--- src/rtl/hazard_pkg.sv ---
// ============================================================================
// Module      : hazard_pkg
// Description : Shared defaults, register index type and counter limit for
//               the hazard scoreboard.
// Revision    : 1.0 - initial release
// ============================================================================
`default_nettype none

package hazard_pkg;

  localparam int DEF_NUM_REGS = 16;
  localparam int DEF_REG_W    = 4;
  localparam int DEF_CNT_W    = 2;
  localparam int CNT_MAX      = 2**DEF_CNT_W - 1;

  typedef logic [DEF_REG_W-1:0] reg_idx_t;

endpackage

`default_nettype wire

--- src/rtl/sb_counter.sv ---
// ============================================================================
// Module      : sb_counter
// Description : One outstanding-write counter with same-cycle effective value
//               and an underflow strobe.
// Revision    : 1.0 - initial release
// ============================================================================
`default_nettype none

module sb_counter
  import hazard_pkg::*;
#(
  parameter int CNT_W = DEF_CNT_W
) (
  input  logic             clk,
  input  logic             rst,
  input  logic             inc,
  input  logic             dec,
  output logic [CNT_W-1:0] eff_out,
  output logic             nz_nxt,
  output logic             underflow
);

  logic [CNT_W-1:0] r_cnt;
  logic [CNT_W-1:0] w_cnt_nxt;
  logic             w_dec_ok;

  // A counter already at zero absorbs the decrement and flags it instead.
  assign w_dec_ok  = dec & (r_cnt != '0);
  assign underflow = dec & (r_cnt == '0);
  assign eff_out   = w_dec_ok ? (r_cnt - CNT_W'(1)) : r_cnt;

  always_comb begin
    w_cnt_nxt = r_cnt;
    if (inc && !w_dec_ok) begin
      w_cnt_nxt = r_cnt + CNT_W'(1);
    end else if (!inc && w_dec_ok) begin
      w_cnt_nxt = r_cnt - CNT_W'(1);
    end
  end

  assign nz_nxt = |w_cnt_nxt;

  always_ff @(posedge clk or negedge rst) begin
    if (!rst) begin
      r_cnt <= '0;
    end else begin
      r_cnt <= w_cnt_nxt;
    end
  end

endmodule

`default_nettype wire

--- src/rtl/hazard_scoreboard.sv ---
// ============================================================================
// Module      : hazard_scoreboard
// Description : ID-stage hazard detector tracking in-flight register writes
//               with per-register counters; optional load-use-only mode.
// Revision    : 1.0 - initial release
// ============================================================================
`default_nettype none

module hazard_scoreboard
  import hazard_pkg::*;
#(
  parameter int NUM_REGS    = DEF_NUM_REGS,
  parameter int REG_W       = DEF_REG_W,
  parameter int NUM_SRC     = 3,
  parameter int CNT_W       = DEF_CNT_W,
  parameter int STALL_CNT_W = 16
) (
  input  logic                     clk,
  input  logic                     rst,
  input  logic                     fwd_en,
  input  logic                     id_valid,
  input  logic [NUM_SRC*REG_W-1:0] id_src,
  input  logic [NUM_SRC-1:0]       id_src_used,
  input  logic                     id_wb_en,
  input  logic [REG_W-1:0]         id_dest,
  input  logic                     id_is_load,
  input  logic                     flush,
  input  logic                     wb_valid,
  input  logic                     wb_wb_en,
  input  logic [REG_W-1:0]         wb_dest,
  input  logic                     wb_is_load,
  output logic                     hazard_detected,
  output logic                     busy,
  output logic [STALL_CNT_W-1:0]   stall_cycles,
  output logic                     underflow_err
);

  localparam logic [CNT_W-1:0] c_cnt_max = '1;

  logic                   w_wb_fire;
  logic                   w_issue;
  logic [NUM_SRC-1:0]     w_src_haz;
  logic                   w_sat_haz;
  logic [NUM_REGS-1:0]    w_pend_inc;
  logic [NUM_REGS-1:0]    w_pend_dec;
  logic [NUM_REGS-1:0]    w_load_inc;
  logic [NUM_REGS-1:0]    w_load_dec;
  logic [NUM_REGS-1:0]    w_pend_nz;
  logic [NUM_REGS-1:0]    w_load_nz;
  logic [NUM_REGS-1:0]    w_pend_uf;
  logic [NUM_REGS-1:0]    w_load_uf;
  logic [CNT_W-1:0]       w_eff_pend [NUM_REGS];
  logic [CNT_W-1:0]       w_eff_load [NUM_REGS];

  logic [STALL_CNT_W-1:0] r_stall_cycles;
  logic                   r_underflow_err;
  logic                   r_busy;

  assign w_wb_fire = wb_valid & wb_wb_en;

  // Only indices below NUM_REGS get a counter, so out-of-range ones never match.
  generate
    for (genvar r = 0; r < NUM_REGS; r++) begin : g_regs
      assign w_pend_inc[r] = w_issue & (id_dest == REG_W'(r));
      assign w_load_inc[r] = w_issue & id_is_load & (id_dest == REG_W'(r));
      assign w_pend_dec[r] = w_wb_fire & (wb_dest == REG_W'(r));
      assign w_load_dec[r] = w_wb_fire & wb_is_load & (wb_dest == REG_W'(r));

      sb_counter #(
        .CNT_W (CNT_W)
      ) u_pend (
        .clk       (clk),
        .rst       (rst),
        .inc       (w_pend_inc[r]),
        .dec       (w_pend_dec[r]),
        .eff_out   (w_eff_pend[r]),
        .nz_nxt    (w_pend_nz[r]),
        .underflow (w_pend_uf[r])
      );

      sb_counter #(
        .CNT_W (CNT_W)
      ) u_load (
        .clk       (clk),
        .rst       (rst),
        .inc       (w_load_inc[r]),
        .dec       (w_load_dec[r]),
        .eff_out   (w_eff_load[r]),
        .nz_nxt    (w_load_nz[r]),
        .underflow (w_load_uf[r])
      );
    end
  endgenerate

  always_comb begin
    w_src_haz = '0;
    w_sat_haz = 1'b0;
    for (int k = 0; k < NUM_SRC; k++) begin
      for (int r = 0; r < NUM_REGS; r++) begin
        if (id_src[k*REG_W +: REG_W] == REG_W'(r)) begin
          w_src_haz[k] = id_src_used[k] &
                         (fwd_en ? (w_eff_load[r] != '0) : (w_eff_pend[r] != '0));
        end
      end
    end
    // A full destination counter cannot take another outstanding write.
    for (int r = 0; r < NUM_REGS; r++) begin
      if (id_dest == REG_W'(r)) begin
        w_sat_haz = id_wb_en & (w_eff_pend[r] == c_cnt_max);
      end
    end
  end

  assign hazard_detected = id_valid & ~flush & ((|w_src_haz) | w_sat_haz);
  assign w_issue         = id_valid & ~flush & ~hazard_detected & id_wb_en;

  always_ff @(posedge clk or negedge rst) begin
    if (!rst) begin
      r_stall_cycles  <= '0;
      r_underflow_err <= 1'b0;
      r_busy          <= 1'b0;
    end else begin
      if (hazard_detected && !(&r_stall_cycles)) begin
        r_stall_cycles <= r_stall_cycles + STALL_CNT_W'(1);
      end
      if ((|w_pend_uf) || (|w_load_uf)) begin
        r_underflow_err <= 1'b1;
      end
      r_busy <= (|w_pend_nz) | (|w_load_nz);
    end
  end

  assign stall_cycles  = r_stall_cycles;
  assign underflow_err = r_underflow_err;
  assign busy          = r_busy;

endmodule

`default_nettype wire
--- config.mk ---
export PLATFORM = sky130hd
export DESIGN_NAME = hazard_scoreboard
export DESIGN_NICKNAME = d
export VERILOG_FILES = /design/src/rtl/hazard_pkg.sv /design/src/rtl/sb_counter.sv /design/src/rtl/hazard_scoreboard.sv
export SDC_FILE = /design/constraint.sdc
export NUM_CORES = 1
export LEC_CHECK = 0
export CAP_MARGIN = 20
export CORE_ASPECT_RATIO = 0.7
export CORE_UTILIZATION = 60
export DETAILED_ROUTE_END_ITERATION = 7
export PLACE_DENSITY = 0.8
export SLEW_MARGIN = 10
export SYNTH_ARGS = -nofsm -noshare
export SYNTH_HDL_FRONTEND = slang
export SYNTH_SLANG_ARGS = --single-unit
--- constraint.sdc ---
create_clock -name clk -period 13.58 [get_ports clk]
set_input_delay 2.037 -clock clk [delete_from_list [all_inputs] [get_ports clk]]
set_output_delay 2.037 -clock clk [all_outputs]
set_load 0.1 [all_outputs]
Word level (Yosys, flattened, before mapping):

Cells that the tools add are included.

* output and inout bits: 19
* bits in registers: 82

* reduce and logical (&&, ||, !) cells: 238
* mux-type cells: 176
* equality and inequality tests: 91
* add/sub/neg operators: 65
* bitwise logic cells: 203

Operators with widths (number)
* 1-bit AND: 199
* 2-bit 2-to-1 mux: 96
* 4-bit equality test (second input constant): 40
* 2-bit nonzero test: 64
* 4-bit by 3-bit equality test with 1-bit output (second input constant): 20
* 1-bit 2-to-1 mux: 80
* 1-bit logical AND: 65
* 1-bit logical NOT: 65
* 2-bit by 1-bit adder with 2-bit output (second input constant): 32
* 2-bit logical NOT: 32
* 32-bit OR reduction: 2
* 2-bit by 1-bit subtractor with 2-bit output (second input constant): 32
* 4-bit by 2-bit equality test with 1-bit output (second input constant): 10
* 2-bit equality test (second input constant): 16
* 16-bit OR reduction: 2
* 4-bit by 1-bit equality test with 1-bit output (second input constant): 5
* 4-bit logical NOT: 5
* 16-bit by 1-bit adder with 16-bit output (second input constant): 1
* 16-bit AND reduction: 1
* 3-bit OR reduction: 1
* 1-bit inverter: 2
* 1-bit OR: 2
* 1-bit logical OR: 1

Longest topological paths before layout:

Gate-level depths: netlist of run 1.

* depth in word-level cells: 38
* gate-level depth with buffers: 20

Cells and area by module:

Synthesis of run 1 repeated with hierarchy kept, for this count alone.

* cell total of the unflattened synthesis: 1109
* area, all modules: 9024.9 µm²

Modules (own cells, without submodules)
* sb_counter: times used 32, cells each 22, area each 196.4 µm², sequential area each 50.0 µm²
* hazard_scoreboard: times used 1, cells each 405, area each 2738.9 µm², sequential area each 450.4 µm²

Worst setup path before layout of run 1:

Ideal clock, no wire load.

* path type: input -> output
* from: in wb_dest[2]
* to: out hazard_detected
* stages: 12
* path buffers: 3
* path slack: 6.370 ns
* data required time: 11.543 ns
* data arrival time: 5.173 ns
* cells stage by stage: or2_2 buf_2 or4_1 clkbuf_1 mux2i_1 o211ai_1 o31ai_1 o32ai_1 a211oi_4 o211ai_1 buf_2 and2_1

* cells in the longest elaborated chain, start to end: 26
* elaborated cells on any way between the ends: 307
* classes of those cells: eq/ne: 31; mux: 112; bitwise: 130; reduce/logical: 34

Ends and longest elaborated chain
* from (decl): RTL line hazard_scoreboard.sv:30 `input logic [REG_W-1:0] wb_dest,`
* 4-bit logical NOT: RTL line hazard_scoreboard.sv:66, hazard_scoreboard.sv:67
* 1-bit AND, on equally long branches: RTL line hazard_scoreboard.sv:66, hazard_scoreboard.sv:67
* 1-bit AND: RTL line sb_counter.sv:28 `assign w_dec_ok = dec & (r_cnt != '0);`
* 2-bit 2-to-1 mux: RTL line sb_counter.sv:30 `assign eff_out = w_dec_ok ? (r_cnt - CNT_W'(1)) : r_cnt;`
* 2-bit nonzero test: RTL line hazard_scoreboard.sv:102 `(fwd_en ? (w_eff_load[r] != '0) : (w_eff_pend[r] != '0));`
* 1-bit 2-to-1 mux: RTL line hazard_scoreboard.sv:102
* 1-bit AND: RTL line hazard_scoreboard.sv:101 `w_src_haz[k] = id_src_used[k] &`
* 1-bit 2-to-1 mux (16 in series): RTL line hazard_scoreboard.sv:100 `if (id_src[k*REG_W +: REG_W] == REG_W'(r)) begin`
* 3-bit OR reduction: RTL line hazard_scoreboard.sv:114 `assign hazard_detected = id_valid & ~flush & ((|w_src_haz) | w_sat_haz);`
* 1-bit OR *: RTL line hazard_scoreboard.sv:114
* 1-bit AND *: RTL line hazard_scoreboard.sv:114
* to (decl): RTL line hazard_scoreboard.sv:32 `output logic hazard_detected,`

Mark *: on every way between the ends. The rest lies on a longest branch, timed or not.

Worst setup path in the final report of run 1:

* from: in wb_dest[1]
* to: out hazard_detected

The elaborated chain is that of the path after synthesis.

==> results.sh, run 1 <==
export IMPL_fp_coreArea_um2=13400
export IMPL_die_h_um=101
export IMPL_yosys_warnings=0
export IMPL_start_util=0.630
export IMPL_htreeDepth=3
export IMPL_hpwl_mm=23.4
export IMPL_place_area_um2=9010
export IMPL_grt_pass1_wl_mm=45.6
export IMPL_maxSlewHeadroom=0.186
export IMPL_clockBufferDepth=2
export IMPL_ant_nets=0
export IMPL_clock_skew_ns=0.0104
export IMPL_power_frac_seq=0.256
export IMPL_syn_avg_cell_area_um2=7.92
export IMPL_critPathMaxFanout=22
export IMPL_grt_pass1_vias=7935
export IMPL_cts_tree="yes"
export IMPL_p_sw_frac=0.483
export IMPL_fin_tns_setup_ns=0
export IMPL_globalRouteOverflowTotal=0
export IMPL_num_vias=8906
export IMPL_crit_type="in -> out"
export IMPL_timing_fmax_mhz=99.0
export IMPL_boundaryPins=52
export IMPL_leakage_nw=3.70
export IMPL_rsz0062_at_grt="false"
export IMPL_crit_path_start_kind="primary input"
export IMPL_area_growth_pct=10.1
export IMPL_end_kind="output pin"
export IMPL_power_frac_comb=0.573
export IMPL_switchingPower_uw=773
export IMPL_synth_distinct_cells=87
export IMPL_die_x_um=144
export IMPL_drtIter0Drc=1371
export IMPL_drc=0
export IMPL_cts_resized=0
export IMPL_setup_viol=0
export IMPL_routed_wl_mm=30.2
export IMPL_root_buffer="clkbuf_16"
export IMPL_grt_max_degree=58
export IMPL_syn_nets=1135
export IMPL_cts_sinks=82
export IMPL_grt_usage=0.424
export IMPL_antenna_found_initial=0
export IMPL_crit_chain="clkdlybuf4s50_1 -> nand2b_1 -> or4_1 -> mux2i_1 -> o211ai_1 -> o31ai_1 -> o32ai_1 -> a211oi_4 -> o211ai_1 -> and2_1 -> clkdlybuf4s50_1"
export IMPL_die_area_um2=14600
export IMPL_clk_latency_ns=0.35
export IMPL_synth_edff_count=0
export IMPL_numCtsBuffers=9
export IMPL_synth_flop_cell="dfrtp_1"
export IMPL_hold_violations=0
export IMPL_n_antenna_cell=0
export IMPL_portBuffers=51
export IMPL_cp_arrival_ns=8.07
export IMPL_vdd_drop_max_v=0.000109
export IMPL_synthCells=1069
export IMPL_period_needed_ns=10.10
export IMPL_pwr_share_clk=0.172
export IMPL_cts_reportedPaths_clkPinSlew_ns=0.06
export IMPL_p_int_uw=828
export IMPL_first_pass_iters=8
export IMPL_critPathRequiredTime_ns=11.54
export IMPL_gp_congestion=1.05
export IMPL_slew_viol_final=0
export IMPL_ys_seq_area_frac=0.242
export IMPL_ctsHoldBuffers=0
export IMPL_design_area_um2=9330
export IMPL_post_drt_wl_per_cell_um=23.7
export IMPL_async_flop_share=1.00
export IMPL_drv_cap=0
export IMPL_netlist_area_um2=8470
export IMPL_status="finished, final reports clean"
export IMPL_yosys_register_bits=82
export IMPL_vias_per_cell=7.00
export IMPL_crit_path_top_delay_cell="clkdlybuf4s50_1"
export IMPL_tightest_slew_ns=1.21
export IMPL_finish_utilization=0.694
export IMPL_post_route_period_util=0.744
export IMPL_rows=35
export IMPL_slowest_delay_ns=1.15
export IMPL_fin_nets=1148
export IMPL_drive_gt1_frac=0.0607
export IMPL_hold_class="reg -> reg"
export IMPL_powerDensity_nw_per_um2=172
export IMPL_post_cts_buffers=0
## per-stage QoR
stage / worst slack, ns / std cells / hold slack, ns / power, mW
after floorplan: 6.37 / 1069 / 0.510 / 1.03
after global placement: 3.85 / 1256 / 0.474 / 1.26
after detailed placement: 3.75 / 1256 / 0.487 / 1.28
after CTS: 3.72 / 1272 / 0.496 / 1.56
after global routing: 3.38 / 1272 / 0.509 / 1.68
final: 3.48 / 1272 / 0.498 / 1.60
## area by class of cell
cell class                 count  area, um^2
multi-input combinational    841        5830
fill                        1147        4120
sequential                    82        2050
timing repair buffer          59         568
inverter                      89         334
tap                          185         231
clock buffer                  10         229
clock inverter                 6        88.8
## cells in the mapped netlist (5+ instances only)
cell | instances | area (um^2)
a21oi_1 | 37 | 185
nand2_1 | 94 | 353
nor2b_1 | 9 | 56.3
mux2i_1 | 35 | 350
o21ai_0 | 30 | 150
a22oi_1 | 6 | 45.0
clkbuf_1 | 38 | 143
nand3_1 | 38 | 190
a211o_1 | 9 | 78.8
xnor2_1 | 69 | 604
and3_1 | 16 | 100
mux2_2 | 8 | 90.1
nand4b_1 | 8 | 70.1
nor4_1 | 21 | 131
o311ai_0 | 13 | 114
nor3_1 | 48 | 240
dfrtp_1 | 82 | 2050
o31ai_1 | 16 | 120
buf_2 | 12 | 60.1
and2_1 | 13 | 81.3
inv_1 | 89 | 334
maj3_1 | 17 | 170
nand2b_1 | 16 | 100
ha_1 | 33 | 413
or3_1 | 19 | 119
a22o_1 | 5 | 43.8
o211ai_1 | 19 | 143
nand3b_1 | 7 | 52.6
o22ai_1 | 5 | 31.3
o2111ai_1 | 7 | 61.3
nor3b_1 | 5 | 37.5
or2_2 | 9 | 56.3
a21o_1 | 6 | 45.0
a2111oi_0 | 5 | 43.8
xor2_1 | 8 | 70.1
a31oi_1 | 14 | 87.6
nor2_1 | 71 | 267
a211oi_1 | 9 | 67.6
nand4_1 | 18 | 113
or4_1 | 15 | 113
## cells in the final DEF, fill, tap and decap left out, drive strengths merged, types with 7 or more instances in the layout
| master | Yosys | layout |
|---|---|---|
| o211ai | 20 | 20 |
| nor4 | 25 | 25 |
| or4 | 17 | 17 |
| clkbuf | 38 | 10 |
| nor3 | 49 | 49 |
| nand3 | 39 | 39 |
| maj3 | 19 | 19 |
| ha | 33 | 33 |
| a31oi | 14 | 14 |
| clkdlybuf4s50 | 0 | 50 |
| o2111ai | 7 | 7 |
| mux2i | 35 | 35 |
| a211o | 9 | 9 |
| xor2 | 8 | 8 |
| or3 | 19 | 19 |
| a211oi | 11 | 11 |
| and3 | 16 | 16 |
| o31ai | 16 | 16 |
| o311ai | 14 | 14 |
| nor2 | 71 | 71 |
| o21ai | 32 | 32 |
| nand2b | 16 | 16 |
| inv | 89 | 90 |
| dfrtp | 82 | 82 |
| a21oi | 37 | 37 |
| xnor2 | 69 | 69 |
| and2 | 13 | 13 |
| nand3b | 7 | 7 |
| buf | 19 | 9 |
| nand4 | 18 | 18 |
| nand4b | 10 | 10 |
| nand2 | 94 | 94 |
| or2 | 10 | 10 |
| mux2 | 8 | 8 |
| nor2b | 9 | 9 |
## cells by family after synthesis
family,count (synthesis),synth area share
buffers and inverters,146,0.0700
xor gates and xnor gates,77,0.0796
AOI/OAI and AO/OA,234,0.202
and+or+nand+nor,434,0.280
DFF,82,0.242
muxes,44,0.0547
adders and majority gates,52,0.0715
## sequential cells by signal (all words and copies together) (netlist names)
register,count
g_regs.u_load.r_cnt,32
g_regs.u_pend.r_cnt,32
stall_cycles,16
busy,1
underflow_err,1
## path summary, 6_finish.rpt
kind | startpoint | slack (ns) | to | cells past startpoint
setup / recovery | wb_dest[1] | 3.48 | hazard_detected | 11
hold / removal | stall_cycles[6]$_DFFE_PN0P_ | 0.50 | stall_cycles[6]$_DFFE_PN0P_ | 1
setup reg to reg | g_regs[1].u_pend.r_cnt[0]$_DFF_PN0_ | 7.13 | busy$_DFF_PN0_ | 16
hold reg to reg | stall_cycles[6]$_DFFE_PN0P_ | 0.50 | stall_cycles[6]$_DFFE_PN0P_ | 1
max in group asynchronous | rst | 10.90 | g_regs[4].u_load.r_cnt[0]$_DFF_PN0_ | 2
min in group asynchronous | rst | 1.58 | g_regs[11].u_load.r_cnt[0]$_DFF_PN0_ | 1
## metal layers
metal	routed length (um)	vias to the layer above	GRT usage	share of wire
li1	-	3978	-	-
met1	12200	4173	0.591	0.40
met2	11800	641	0.580	0.39
met3	4950	114	0.167	0.16
met4	1210	0	0.170	0.040
met5	0	-	0	0
## power by group through the flow
| stage | clock (mW) | sequential, mW | combinational (mW) |
|---|---|---|---|
| after global routing | 0.285 | 0.420 | 0.979 |
| after detailed placement | 0 | 0.408 | 0.872 |
| after floorplan | 0 | 0.436 | 0.590 |
| after CTS | 0.274 | 0.406 | 0.881 |
| final | 0.275 | 0.410 | 0.917 |
| after global placement | 0 | 0.407 | 0.857 |
## critical path: cells and delay by family
kind | cells | cell delay [ns]
buffers and inverters | 2 | 2.12
AOI/OAI and AO/OA | 5 | 1.90
muxes | 1 | 0.22
and+or+nand+nor | 3 | 1.78
No activity file was read; power rests on OpenSTA's default activity.
==> run 2, diff against run 1 <==
CORE_UTILIZATION = 56   (was 60)
PLACE_DENSITY = 0.79   (was 0.8)
clock period = 9.16 ns   (was 13.58 ns; I/O delays follow)
==> results.sh, run 2 (synthesis results as in run 1) <==
export IMPL_first_pass_iters=6
export IMPL_critPathMaxFanout=15
export IMPL_antenna_found_initial=2
export IMPL_crit_type="in -> out"
export IMPL_tightest_slew_ns=1.07
export IMPL_power_frac_seq=0.254
export IMPL_clock_skew_ns=0.0111
export IMPL_vdd_drop_max_v=0.000185
export IMPL_rows=37
export IMPL_drive_gt1_frac=0.0624
export IMPL_area_growth_pct=10.3
export IMPL_p_int_mw=1.20
export IMPL_p_sw_frac=0.495
export IMPL_hpwl_mm=24.8
export IMPL_hold_class="reg -> reg"
export IMPL_n_antenna_cell=0
export IMPL_design_area_um2=9340
export IMPL_switchingPower_mw=1.18
export IMPL_clk_latency_ns=0.36
export IMPL_clockBufferDepth=2
export IMPL_grt_usage=0.415
export IMPL_portBuffers=51
export IMPL_critPathRequiredTime_ns=7.79
export IMPL_post_drt_wl_per_cell_um=24.7
export IMPL_powerDensity_nw_per_um2=255
export IMPL_slew_viol_final=0
export IMPL_drtIter0Drc=1357
export IMPL_rr_startpoint="g_regs[1].u_pend.r_cnt[0]$_DFF_PN0_"
export IMPL_cp_arrival_ns=6.80
export IMPL_end_kind="output pin"
export IMPL_htreeDepth=3
export IMPL_fin_nets=1151
export IMPL_grt_max_degree=62
export IMPL_period_needed_ns=8.17
export IMPL_place_area_um2=9050
export IMPL_fin_tns_setup_ns=0
export IMPL_layout_common_cells="nand2_1, inv_1, dfrtp_1"
export IMPL_cts_resized=0
export IMPL_ant_nets=0
export IMPL_leakage_nw=3.70
export IMPL_maxSlewHeadroom=0.284
export IMPL_setup_viol=0
export IMPL_drv_cap=0
export IMPL_power_frac_comb=0.585
export IMPL_worstSetupStartpoint="wb_dest[0]"
export IMPL_gp_congestion=1.06
export IMPL_vias_per_cell=6.98
export IMPL_cts_sinks=82
export IMPL_num_vias=8974
export IMPL_status="finished, final reports clean"
export IMPL_die_h_um=105
export IMPL_hold_violations=0
export IMPL_die_area_um2=15600
export IMPL_cts_tree="yes"
export IMPL_rsz0062_at_grt="false"
export IMPL_root_buffer="clkbuf_16"
export IMPL_min_from="stall_cycles[6]$_DFFE_PN0P_"
export IMPL_cts_reportedPaths_clkPinSlew_ns=0.07
export IMPL_grt_pass1_wl_mm=48.0
export IMPL_post_cts_buffers=0
export IMPL_pwr_share_clk=0.161
export IMPL_fp_coreArea_um2=14700
export IMPL_post_route_period_util=0.892
export IMPL_start_util=0.575
export IMPL_numCtsBuffers=9
export IMPL_routed_wl_mm=31.7
export IMPL_globalRouteOverflowTotal=0
export IMPL_crit_path_start_kind="primary input"
export IMPL_final_common_cell="nand2_1"
export IMPL_die_x_um=149
export IMPL_timing_fmax_mhz=122
export IMPL_drc=0
export IMPL_ctsHoldBuffers=0
export IMPL_grt_pass1_vias=7851
export IMPL_boundaryPins=52
## run 2: power by group through the flow
stage / Clock, mW / Combinational, mW / Sequential (mW)
6_report: 0.383 / 1.40 / 0.607
5_1_grt: 0.398 / 1.48 / 0.624
4_1_cts: 0.380 / 1.34 / 0.601
3_5_place_dp: 0 / 1.33 / 0.606
3_3_place_gp: 0 / 1.32 / 0.604
2_1_floorplan: 0 / 0.875 / 0.646
## run 2: final timing paths
path	endpoint	slack, ns	cells past startpoint
max in group asynchronous	g_regs[2].u_load.r_cnt[0]$_DFF_PN0_	7.09	2
worst min-delay path	stall_cycles[6]$_DFFE_PN0P_	0.49	1
worst max-delay path	hazard_detected	0.99	13
worst max register to register	busy$_DFF_PN0_	2.60	17
min in group asynchronous	g_regs[14].u_load.r_cnt[0]$_DFF_PN0_	0.90	1
worst min register to register	stall_cycles[6]$_DFFE_PN0P_	0.49	1
## run 2: layout make-up
cell class                 count  area (um^2)
tap                          195          244
fill                        1317         5380
multi-input combinational    841         5830
sequential                    82         2050
inverter                      89          334
clock buffer                  11          233
timing repair buffer          62          591
clock inverter                 5         62.6
## run 2: worst max-delay path: stages
cell,delay [ns]
clkdlybuf4s50_1,0.67
buf_4,0.27
nand2_1,0.32
nor4_1,0.76
mux2i_1,0.67
and2_1,0.22
o31ai_1,0.08
o32ai_1,0.45
a211oi_4,0.17
o211ai_1,0.22
buf_4,0.21
and2_1,0.21
clkdlybuf4s50_1,1.15
## run 2: stage by stage
stage / worst slack [ns] / cells / power, mW / hold slack, ns / utilization
global placement: 1.21 / 1269 / 1.92 / 0.472 / 0.614
detailed placement: 1.19 / 1269 / 1.93 / 0.485 / 0.614
CTS: 1.17 / 1285 / 2.32 / 0.494 / 0.635
floorplan: 3.28 / 1069 / 1.52 / 0.510 / -
finish: 0.991 / 1285 / 2.39 / 0.488 / 0.635
global route: 0.914 / 1285 / 2.50 / 0.507 / 0.635
## run 2: routing by layer
layer  routed length, um  global-route usage  part of all wire
met3                5000               0.173              0.16
met1               13800               0.621              0.44
met5                  51                   0            0.0016
met4                1120               0.130             0.035
met2               11700               0.521              0.37
